===== config.mk =====
export PLATFORM = sky130hd
export DESIGN_NAME = sd_data_fifo_flat
export DESIGN_NICKNAME = d
export VERILOG_FILES = /design/src/rtl/sdfm_pkg.sv /design/src/rtl/sd_data_fifo_if.sv /design/src/rtl/sd_fifo_ram.sv /design/src/rtl/sd_data_fifo.sv /design/src/flat_wrapper.sv
export SDC_FILE = /design/constraint.sdc
export NUM_CORES = 1
export LEC_CHECK = 0
export CAP_MARGIN = 20
export CORE_ASPECT_RATIO = 1.2
export CORE_UTILIZATION = 50
export CTS_BUF_LIST = sky130_fd_sc_hd__clkbuf_2 sky130_fd_sc_hd__clkbuf_4 sky130_fd_sc_hd__clkbuf_8
export DETAILED_ROUTE_END_ITERATION = 12
export PLACE_DENSITY = 0.7
export SETUP_SLACK_MARGIN = 0.02
export SLEW_MARGIN = 20
export SYNTH_ARGS = -nofsm -noshare
export SYNTH_HDL_FRONTEND = slang
export SYNTH_SLANG_ARGS = --single-unit

===== constraint.sdc =====
create_clock -name SYSCLK -period 3.7 [get_ports SYSCLK]
set_clock_uncertainty 0.15 [all_clocks]
set_input_delay 0.555 -clock SYSCLK [delete_from_list [all_inputs] [get_ports SYSCLK]]
set_output_delay 0.555 -clock SYSCLK [all_outputs]
set_load 0.05 [all_outputs]

===== src/rtl/sdfm_pkg.sv =====
// sdfm_pkg: shared widths, default FIFO depth and count-width helper for the sigma-delta channel.
package sdfm_pkg;
  localparam int SDFM_DATA_W = 32;
  localparam int SDFM_FIFO_DEPTH = 16;
  function automatic int sdfm_cnt_w(input int depth);
    return $clog2(depth) + 1;
  endfunction
endpackage


===== src/rtl/sd_data_fifo_if.sv =====
// sd_data_fifo_if: filter sample input, register controls and FIFO status for one channel.
interface sd_data_fifo_if
  import sdfm_pkg::*;
#(
  parameter int CNT_W = sdfm_cnt_w(SDFM_FIFO_DEPTH)
);
  logic [SDFM_DATA_W-1:0] filt_data_in;
  logic                   filt_data_update;
  logic                   reg_fifoen;
  logic [CNT_W-1:0]       reg_fifolvl;
  logic                   fifo_clr;
  logic                   fifo_rd;
  logic [SDFM_DATA_W-1:0] fifo_data;
  logic [CNT_W-1:0]       fifo_cnt;
  logic                   fifo_empty;
  logic                   fifo_full;
  logic                   fifo_ovf;
  logic                   fifo_int;
  modport master (
    output filt_data_in, filt_data_update, reg_fifoen, reg_fifolvl, fifo_clr, fifo_rd,
    input  fifo_data, fifo_cnt, fifo_empty, fifo_full, fifo_ovf, fifo_int
  );
  modport slave (
    input  filt_data_in, filt_data_update, reg_fifoen, reg_fifolvl, fifo_clr, fifo_rd,
    output fifo_data, fifo_cnt, fifo_empty, fifo_full, fifo_ovf, fifo_int
  );
endinterface


===== src/rtl/sd_fifo_ram.sv =====
// sd_fifo_ram: unreset DEPTH x 32 storage, synchronous write, asynchronous read.
module sd_fifo_ram
  import sdfm_pkg::*;
#(
  parameter int DEPTH = SDFM_FIFO_DEPTH,
  parameter int AW = $clog2(DEPTH)
) (
  input  logic                   clk,
  input  logic                   we,
  input  logic [AW-1:0]          waddr,
  input  logic [SDFM_DATA_W-1:0] wdata,
  input  logic [AW-1:0]          raddr,
  output logic [SDFM_DATA_W-1:0] rdata
);
  logic [SDFM_DATA_W-1:0] mem [DEPTH];
  always_ff @(posedge clk) begin
    if (we) mem[waddr] <= wdata;
  end
  assign rdata = mem[raddr];
endmodule


===== src/rtl/sd_data_fifo.sv =====
// sd_data_fifo: per-channel first-word-fall-through result FIFO with level/overflow interrupt.
// Define SDFM_FIFO_OVERWRITE_EN to replace the oldest entry on a write while full.
module sd_data_fifo
  import sdfm_pkg::*;
#(
  parameter int DEPTH = SDFM_FIFO_DEPTH,
  parameter int CNT_W = sdfm_cnt_w(DEPTH)
) (
  input  logic        SYSCLK,
  input  logic        SYSRST,
  sd_data_fifo_if.slave bus
);
  localparam int PW = $clog2(DEPTH);
  logic [PW-1:0]          wr_ptr, rd_ptr;
  logic [CNT_W-1:0]       cnt;
  logic                   ovf, irq;
  logic                   flush, wr_req, pop, full, empty, we, adv_rd;
  logic [SDFM_DATA_W-1:0] rd_data;
  assign empty  = cnt == '0;
  assign full   = cnt == CNT_W'(DEPTH);
  assign flush  = bus.fifo_clr | ~bus.reg_fifoen;
  assign wr_req = bus.filt_data_update & bus.reg_fifoen & ~bus.fifo_clr;
  assign pop    = bus.fifo_rd & ~empty;
`ifdef SDFM_FIFO_OVERWRITE_EN
  assign we = wr_req;
`else
  assign we = wr_req & (~full | pop);
`endif
  // a write landing on a full FIFO without a pop evicts the head
  assign adv_rd = pop | (we & full);
  always_ff @(posedge SYSCLK) begin
    if (SYSRST || flush) begin
      wr_ptr <= '0;
      rd_ptr <= '0;
      cnt    <= '0;
      ovf    <= 1'b0;
    end else begin
      if (we) wr_ptr <= wr_ptr + PW'(1);
      if (adv_rd) rd_ptr <= rd_ptr + PW'(1);
      if (we && !adv_rd) cnt <= cnt + CNT_W'(1);
      else if (adv_rd && !we) cnt <= cnt - CNT_W'(1);
      if (wr_req && full && !pop) ovf <= 1'b1;
    end
  end
  // a flush also drops the pending interrupt so it cannot outlive the cleared state
  always_ff @(posedge SYSCLK) begin
    if (SYSRST) irq <= 1'b0;
    else irq <= ~flush & (((bus.reg_fifolvl != '0) && (cnt >= bus.reg_fifolvl)) | ovf);
  end
  sd_fifo_ram #(.DEPTH(DEPTH)) u_ram (
    .clk  (SYSCLK),
    .we   (we),
    .waddr(wr_ptr),
    .wdata(bus.filt_data_in),
    .raddr(rd_ptr),
    .rdata(rd_data)
  );
  assign bus.fifo_data  = empty ? '0 : rd_data;
  assign bus.fifo_cnt   = cnt;
  assign bus.fifo_empty = empty;
  assign bus.fifo_full  = full;
  assign bus.fifo_ovf   = ovf;
  assign bus.fifo_int   = irq;
endmodule


===== src/flat_wrapper.sv =====
// flat-port wrapper written by rule: the top's interface ports become plain ports
module sd_data_fifo_flat import sdfm_pkg::*;
#(
  parameter int DEPTH = SDFM_FIFO_DEPTH,
  parameter int CNT_W = sdfm_cnt_w(DEPTH)
)
  (SYSCLK, SYSRST, bus_filt_data_in, bus_filt_data_update, bus_reg_fifoen, bus_reg_fifolvl, bus_fifo_clr, bus_fifo_rd, bus_fifo_data, bus_fifo_cnt, bus_fifo_empty, bus_fifo_full, bus_fifo_ovf, bus_fifo_int);
  sd_data_fifo_if #(.CNT_W(CNT_W)) bus_i ();
  input  logic SYSCLK;
  input  logic SYSRST;
  input wire logic [$bits(bus_i.filt_data_in)-1:0] bus_filt_data_in;
  input wire logic [$bits(bus_i.filt_data_update)-1:0] bus_filt_data_update;
  input wire logic [$bits(bus_i.reg_fifoen)-1:0] bus_reg_fifoen;
  input wire logic [$bits(bus_i.reg_fifolvl)-1:0] bus_reg_fifolvl;
  input wire logic [$bits(bus_i.fifo_clr)-1:0] bus_fifo_clr;
  input wire logic [$bits(bus_i.fifo_rd)-1:0] bus_fifo_rd;
  output wire logic [$bits(bus_i.fifo_data)-1:0] bus_fifo_data;
  output wire logic [$bits(bus_i.fifo_cnt)-1:0] bus_fifo_cnt;
  output wire logic [$bits(bus_i.fifo_empty)-1:0] bus_fifo_empty;
  output wire logic [$bits(bus_i.fifo_full)-1:0] bus_fifo_full;
  output wire logic [$bits(bus_i.fifo_ovf)-1:0] bus_fifo_ovf;
  output wire logic [$bits(bus_i.fifo_int)-1:0] bus_fifo_int;
  assign bus_i.filt_data_in = bus_filt_data_in;
  assign bus_i.filt_data_update = bus_filt_data_update;
  assign bus_i.reg_fifoen = bus_reg_fifoen;
  assign bus_i.reg_fifolvl = bus_reg_fifolvl;
  assign bus_i.fifo_clr = bus_fifo_clr;
  assign bus_i.fifo_rd = bus_fifo_rd;
  assign bus_fifo_data = bus_i.fifo_data;
  assign bus_fifo_cnt = bus_i.fifo_cnt;
  assign bus_fifo_empty = bus_i.fifo_empty;
  assign bus_fifo_full = bus_i.fifo_full;
  assign bus_fifo_ovf = bus_i.fifo_ovf;
  assign bus_fifo_int = bus_i.fifo_int;
  sd_data_fifo #(.DEPTH(DEPTH), .CNT_W(CNT_W)) u_core (.SYSCLK(SYSCLK), .SYSRST(SYSRST), .bus(bus_i));
endmodule

==> results.cfg <==
[cells_and_area]
layout-drive-gt1-share_pct = 33.2
instances_no_fill = 1681
final_nets = 1139
final_area_mm2 = 0.0238
syn_to_final_growth_pct = 15.7

[critical_path]
critPathKind = reg -> out
r2r_slack_ns = 0.60
critPathMaxStageDelay_ns = 0.55
required_ns = 2.99
rr_worst_depth = 9
crit_top_cell = buf_4
critical_path.top_delay_family = multiplexers
path_cells = buf_4 -> mux4_2 -> mux2_2 -> a221o_1 -> buf_4
crit_path_start_kind = register
r2r-start = u_core.bus.fifo_cnt[0]$_SDFFE_PP0P_
rr_endpoint = u_core.bus.fifo_cnt[4]$_SDFFE_PP0P_
cp.buffers_inverters = 2
cp_max_fo = 18
crit_path_end_kind = output pin
crit_slowest_cell = mux4_2
worstPathArrival_ns = 2.84

[routing]
drt_pre_antenna_iters = 5
ant_nets = 0
wl_per_cell_um = 25.4
drt_wl_total_mm = 42.7
avgViaCountPerCell = 5.81
drc = 0
drtIter0Drc = 676
vias = 9764

[power_and_ir_drop]
worst_ir_drop_vdd_uv = 293
p_leak_nw = 7.42
cell_internal_pwr_mw = 9.05
p_per_area_mw_per_mm2 = 479
p_clk_share_pct = 39.1
p_sw_share_pct = 20.9
power.switching_mw = 2.38
p_comb_share_pct = 3.1
power_frac_seq_pct = 57.8

[global_routing]
grt_max_degree = 44
overflow = 0
grt_pass1_wl_mm = 63.3
antenna_found_initial = 1
grt_pass1_vias = 10251
grt_use_total_pct = 20.8

[synth]
synth.avg_cell_area_um2 = 22.4
synth_edf_count = 512
synth_nets = 977
syn_inst = 919
synth_cell_type_count = 44
ys_warn_count = 0
async_reset_ff_share_pct = 0
synth_flop_cell = edfxtp_1
yosysSeqAreaShare_pct = 76.5
netlist_area_mm2 = 0.0206
synth-seq-cells = 531

[timing]
setup-tns-final_ns = 0
min_period_ns = 3.55
finalCritPeriodShare_pct = 95.9
fin_ws_ns = 0.151
grt_setup_unrepaired = false
max_freq_ghz = 0.282
finalMaxSlewViolations = 0
tightest_slew_ns = 0.670
slew_headroom_pct = 55.2
setup-violations-final = 0
hold_viol = 0

[placed_design]
port_buffers = 83
post-place-ws_ns = 0.344
place.detailed.hpwl_mm = 23.6
dpl.cell_count = 1539
place.gp.congestion = 0.725
postPlaceCellArea_mm2 = 0.0224

[hold_path]
min_from = u_core.rd_ptr[3]$_SDFFE_PP0N_
whs_path_depth = 2
hp-class = reg -> reg

[clock_tree]
clkSinkCount = 531
numCtsBuffers = 79
cts_tree = done
htree_levels = 3
root_buffer = clkbuf_8
cts_resized = 0
path_clk_slew_ns = 0.06
post_cts_buffers = 0
clk_latency_ns = 0.61
clock_path_buffers = 3
cts_hold_buf = 0

[status]
outcome = finished clean

[floorplanning]
num_rows = 81
dieArea_mm2 = 0.0420
core_mm2 = 0.0407
io-pin-count = 84
die_h_um = 224
initial_utilization_pct = 50.6
die_w_um = 187

[run]
drv_cap = 0
==> synthesized netlist by cell type (all sizes together), types with 6 or more instances <==
cell,number,area [um2]
nor2b,33,206
dfxtp,19,380
buf,41,259
ha,14,175
mux4,128,2880
inv,9,33.8
mux2,32,360
clkbuf,7,26.3
nand2,9,33.8
a221o,32,320
edfxtp,512,15400
nor3,6,30.0
nor2,28,115
==> sequential cells by signal, indices dropped and copies added, names as in the netlist, named ones only <==
| signal | cells |
|---|---|
| u_core.bus.fifo_int | 1 |
| u_core.bus.fifo_cnt | 5 |
| u_core.rd_ptr | 4 |
| u_core.wr_ptr | 4 |
| u_core.u_ram.mem | 512 |
| u_core.bus.fifo_ovf | 1 |
==> metal layers <==
layer / track usage (%) / vias to the layer above / part of all wire [%]
li1: - / 4210 / -
met1: 26.5 / 5179 / 40
met2: 35.5 / 294 / 52
met3: 3.81 / 81 / 5.2
met4: 8.06 / 0 / 2.6
met5: 0 / - / 0
==> how the worst max path moves through the flow <==
stage                     cells after the start                             endpoint
after floorplan                               6    u_core.u_ram.mem[12][0]$_DFFE_PP_
after detailed placement                     10  u_core.bus.fifo_cnt[4]$_SDFFE_PP0P_
after global placement                       10  u_core.bus.fifo_cnt[4]$_SDFFE_PP0P_
after CTS                                     6                    bus_fifo_data[14]
final                                         5                    bus_fifo_data[16]
after global routing                          5                    bus_fifo_data[14]
==> kinds of logic after synthesis <==
logic type	share of synthesized area [%]
compound gates	2.40
xor+xnor	0.255
fa+ha+maj	0.947
buf+inv	1.55
flops	76.5
mux	15.9
simple gates	2.46
==> metrics by stage <==
stage	power [mW]	utilization, %	hold slack, ns
2_1_floorplan	6.90	-	0.309
6_report	11.4	58.5	0.328
5_1_grt	11.8	58.5	0.365
4_1_cts	11.5	58.5	0.332
3_5_place_dp	7.09	54.9	0.323
3_3_place_gp	7.08	54.9	0.318
==> layout by cell type (no fill, tap or decap), drive strengths merged, types with 14 or more instances in the layout <==
cell type and instances:
ha 14, clkinv 39, edfxtp 512, mux4 128
mux2 32, nor2b 33, nor2 28, buf 78
dfxtp 19, a221o 32, clkbuf 96, clkdlybuf4s50 51
==> power groups by stage <==
stage,logic (mW),registers [mW],clock network (mW)
after global routing,0.376,6.60,4.82
after floorplan,0.166,6.74,0
after detailed placement,0.356,6.73,0
after global placement,0.347,6.73,0
final,0.353,6.60,4.47
after CTS,0.356,6.60,4.58
==> layout make-up <==
| cell class | count | area (um2) |
|---|---|---|
| repair buffers | 129 | 1210 |
| fillers | 2961 | 16900 |
| flip-flops and latches | 531 | 15800 |
| diodes | 2 | 5.00 |
| clock buffers | 96 | 1220 |
| multi-input cells | 331 | 4680 |
| clock inverters | 44 | 254 |
| inverters | 9 | 33.8 |
| well taps | 539 | 674 |
==> worst reg2reg max path: cells and delay by family (launching register included) <==
kind / cells / cell delay [ns]
AOI/OAI and AO/OA: 5 / 1.08
and+or+nand+nor: 1 / 0.67
adders and majority gates: 2 / 0.56
DFF: 1 / 0.39
buffers and inverters: 1 / 0.16
(Power assumes the default switching activity.)
==> RTL change 1: new RTL, config.mk and constraints unchanged <==
Change the package constant `SDFM_DATA_W` from 32 to 64.
--- a/src/rtl/sdfm_pkg.sv
+++ b/src/rtl/sdfm_pkg.sv
@@ -1,5 +1,5 @@
 // sdfm_pkg: shared widths, default FIFO depth and count-width helper for the sigma-delta channel.
 package sdfm_pkg;
-  localparam int SDFM_DATA_W = 32;
+  localparam int SDFM_DATA_W = 64;
   localparam int SDFM_FIFO_DEPTH = 16;
   function automatic int sdfm_cnt_w(input int depth);
Interface: changed (resized bus_fifo_data and bus_filt_data_in); port bits go from 84 to 148. No check against the original RTL was run, so the function may have changed too.
==> RTL change 1 against the unedited design <==
The run now ends with design-rule violations, negative setup slack left. Power rose by 98%. Design area is 100% higher. Sequential cell count grew 512. Final cell count grew 91%. Worst setup slack worse by 0.16 ns. Synthesized area grew 94%. Routed wire length rose by 110%. Highest routed layer is now met5.
==> RTL change 1: results (changes against the unedited design) <==
================================================================================
Violated checks ................................................... design-rule violations, negative setup slack
Endpoints failing setup ...........................................            3   +3
Leakage power of the design .......................................      15.0 nW   +100%
Cells after DPL ...................................................        2,865   +86%
Worst hold-check path type ........................................       in2reg
Setup total negative slack ........................................   -0.0134 ns   -0.0134 ns
Largest net degree at the start of global routing .................           65   +48%
Global-route track usage on met2 ..................................        0.400   +0.0442
Number of antenna violations at the first check in global routing .            3   +2
Post-synth EDFFs ..................................................        1,024   +100%
Number of buffers created by CTS ..................................          153   +94%
Result of the run ................................................. complete, but fails checks
Deepest level of the CTS H-tree ...................................            4   +1
Global routing met3 resource utilization ..........................       0.0485   +0.0104
Largest vdd supply drop ...........................................     0.353 mV   +20%
Total DRC errors in the routed layout .............................            2   +2
Largest delay share family, worst path ............................ buffers and inverters
Design internal power .............................................     0.0180 W   +99%
Worst setup slack after layout ....................................  -0.00854 ns   -0.159 ns
Detailed-routed wire length on met2 ............................... 48,800 microns   +120%
Top cell types by occurrence after synthesis ...................... sky130_fd_sc_hd__edfxtp_1 (1,024), sky130_fd_sc_hd__mux4_2 (255), sky130_fd_sc_hd__nor2b_1 (66)
Cell with the largest stage delay on the worst path ............... sky130_fd_sc_hd__or4_4
Final RePlAce weighted congestion .................................        0.747   +3.0%
Routed length on met1 ............................................. 35,800 microns   +110%
Synth top area cells .............................................. sky130_fd_sc_hd__edfxtp_1 (77%), sky130_fd_sc_hd__mux4_2 (14%), sky130_fd_sc_hd__mux2_2 (1.8%)
Via count of the first global-routing pass ........................       20,500   +100%
Multiplexer share of the synthesized area .........................        0.163   +0.00363
Worst setup path end .............................................. bus_fifo_data[10]
Worst stage delay on the critical path ............................      0.58 ns   +0.03 ns
Mapped Nets .......................................................        1,794   +84%
Portion of the post-synthesis area used by sequential elements ....        0.780   +0.0156
Max reg flops .....................................................        1,024   +100%
Rel. slew slack ...................................................        0.301   -0.251
Detailed Routing Iterations Pass 1 ................................            9   +4
Fraction of the mapped netlist area in compound gates .............       0.0204   -0.00354
Number of cell instances on the worst register-to-register path ...           11   +2
Largest driver fanout on the critical path ........................            8   -10
Post-detailed-route wirelength per cell ........................... 28.6 microns   +12%
Total of fill cells in the finished design ........................        5,274   +78%
Highest layer used for signal routing .............................         met5
Final #Nets .......................................................        2,136   +88%
================================================================================
[RTL change 1: cell count changes after synthesis, moves of 8 or more]
cell and delta:
sky130_fd_sc_hd__buf_6 -8, sky130_fd_sc_hd__edfxtp_1 +512, sky130_fd_sc_hd__nor2b_1 +33, sky130_fd_sc_hd__a221o_1 +31, sky130_fd_sc_hd__clkbuf_1 +16, sky130_fd_sc_hd__mux2_2 +31, sky130_fd_sc_hd__buf_2 +30, sky130_fd_sc_hd__mux4_2 +127
[RTL change 1: worst min-delay path by stage]
stage / cells past startpoint / slack, ns / endpoint / startpoint
floorplan: 2 / 0.31 / flop / u_core.rd_ptr[3]
global placement: 2 / 0.32 / flop / u_core.rd_ptr[3]
detailed placement: 2 / 0.33 / flop / u_core.rd_ptr[3]
CTS: 3 / 0.26 / u_core.bus.fifo_int / bus_reg_fifolvl[3]
global route: 3 / 0.35 / u_core.bus.fifo_int / bus_reg_fifolvl[3]
finish: 3 / 0.34 / u_core.bus.fifo_int / bus_reg_fifolvl[3]
[RTL change 1: metrics by stage]
stage          total power, W  setup WS (ns)  cell area, sq um
6_report               0.0227       -0.00854             47900
5_1_grt                0.0234         -0.114             47900
4_1_cts                0.0228         -0.124             47800
3_5_place_dp           0.0139          0.440             43500
3_3_place_gp           0.0139          0.532             43500
2_1_floorplan          0.0135         -0.669             40000
[RTL change 1: power by group through the flow]
stage                     registers (W)  logic [W]  clock network, W
final                            0.0130   0.000697           0.00897
after global routing             0.0130   0.000738           0.00965
after CTS                        0.0130   0.000700           0.00914
after detailed placement         0.0133   0.000665                 0
after global placement           0.0132   0.000646                 0
after floorplan                  0.0133   0.000289                 0
[RTL change 1: repair_timing]
item                       4_1_cts  5_1_grt
gates resized for setup        100       27
hold buffers                     0        0
setup buffers                   39        3
gates cloned                    20        4
pin swaps                        4        6
setup endpoints to repair       66       64
[RTL change 1: worst min-delay path, delay by kind of cell]
| kind | cells | cell delay, ns |
|---|---|---|
| buf+inv | 1 | 0.41 |
| compound gates | 2 | 0.24 |
[RTL change 1: cells by family after synthesis]
| group | Yosys count |
|---|---|
| xor gates and xnor gates | 6 |
| buffers and inverters | 102 |
| AOI/OAI and AO/OA | 87 |
| DFF | 1043 |
| and+or+nand+nor | 128 |
| muxes | 323 |
| adders and majority gates | 15 |
[RTL change 1: cell type report]
type	count	area (sq um)	area share
multi-input combinational	559	8590	0.179
tap	1035	1290	0.0270
antenna	1	2.50	0.0000523
sequential	1043	31200	0.650
inverter	10	37.5	0.000784
clock buffer	213	2590	0.0542
clock inverter	66	375	0.00784
timing repair buffer	279	3840	0.0802
==> RTL change 2: new RTL, same settings <==
Made on the original files. Make the reset (`SYSRST`) asynchronous in one clocked block.
--- a/src/rtl/sd_data_fifo.sv
+++ b/src/rtl/sd_data_fifo.sv
@@ -44,5 +44,5 @@
   end
   // a flush also drops the pending interrupt so it cannot outlive the cleared state
-  always_ff @(posedge SYSCLK) begin
+  always_ff @(posedge SYSCLK or posedge SYSRST) begin
     if (SYSRST) irq <= 1'b0;
     else irq <= ~flush & (((bus.reg_fifolvl != '0) && (cnt >= bus.reg_fifolvl)) | ovf);
Formal check against the unedited RTL: differs if SYSRST is asserted again (counterexample within 4 cycles, from zero or initial values and one cycle with SYSRST high); with SYSRST held inactive, the same outputs for 4 cycles.
==> RTL change 2 against the unedited design <==
Sequential cell count unchanged. Critical path depth unchanged. Worst setup slack improved by 0.0010 ns. Power fell by 0.40%. Synthesized area up 0.63%. Design area up 1.4%. Routed wire length is 1.2% higher. Critical path type unchanged. Largest power group unchanged.
==> RTL change 2: results (changes against the unedited design) <==
==============================================================================
Result of the run ............................................... finished clean
Number of buffers created by CTS ................................           77   -2.5%
Reg power frac ..................................................        0.580   +0.002
Largest vdd supply drop .........................................     0.224 mV   -23%
FFs & Latches ...................................................          531   unchanged
Fraction of the mapped netlist area in compound gates ...........       0.0240   +0.0000320
Post-detailed-route wirelength per cell ......................... 25.7 microns   +1.2%
Wire length of the first global-routing pass .................... 63,600 microns   +0.50%
Power attributed to combinational cells .........................   0.000358 W   +1%
Count of non-CTS inverters in the layout ........................           10   +1
Global routing met3 resource utilization ........................       0.0431   +0.00506
Combined area of the multi-input logic cells ....................   4780 sq um   +2.2%
Clk tree area frac ..............................................       0.0599   -0.00192
Number of hold buffers added after CTS ..........................            1   +1
Synthesized-area fraction occupied by xor and xnor cells ........      0.00253   -0.0000159
Number of cell instances on the worst register-to-register path .           10   +1
GRT met1 Usage ..................................................        0.275   +0.00987
Largest net degree at the start of global routing ...............           40   -9.1%
Detailed-routed wire length on met2 ............................. 22,200 microns   about the same
Post-detailed-placement half-perimeter wirelength ............... 23,500 microns   about the same
Reg-to-Reg Start ................................................ u_core.bus.fifo_cnt[2]
Multiplexer share of the synthesized area .......................        0.163   +0.00372
Slew at the pin with the worst max-slew slack ...................     0.696 ns   +0.0258 ns
Total length of routed met3 wires ............................... 2640 microns   +18%
Final RePlAce weighted congestion ...............................        0.744   +2.6%
Portion of the post-synthesis area used by sequential elements ..        0.760   -0.00451
Highest layer used for signal routing ...........................         met5
Post-synth cell types ...........................................           51   +16%
==============================================================================
[RTL change 2: cell count changes after synthesis, moves of 2 or more]
cell                       before  now
sky130_fd_sc_hd__mux4_1         0   26
sky130_fd_sc_hd__mux4_2       128  102
sky130_fd_sc_hd__mux2_1         0   16
sky130_fd_sc_hd__mux2_2        32   16
sky130_fd_sc_hd__buf_1          8    4
sky130_fd_sc_hd__clkbuf_1       7   11
sky130_fd_sc_hd__buf_4          3    1
sky130_fd_sc_hd__buf_6          9    7
sky130_fd_sc_hd__buf_8          0    2
[RTL change 2: how the worst max path moves through the flow]
stage	startpoint	endpoint	slack, ns	cells after the start
finish	flop	bus_fifo_data[22]	0.15	5
CTS	flop	bus_fifo_data[11]	0.03	5
global route	flop	bus_fifo_data[22]	0.07	5
floorplan	u_core.bus.fifo_cnt[0]	u_core.u_ram.mem[12][0]	0.24	6
detailed placement	bus_fifo_clr	u_core.bus.fifo_cnt[4]	0.41	10
global placement	bus_fifo_clr	u_core.bus.fifo_cnt[4]	0.47	10
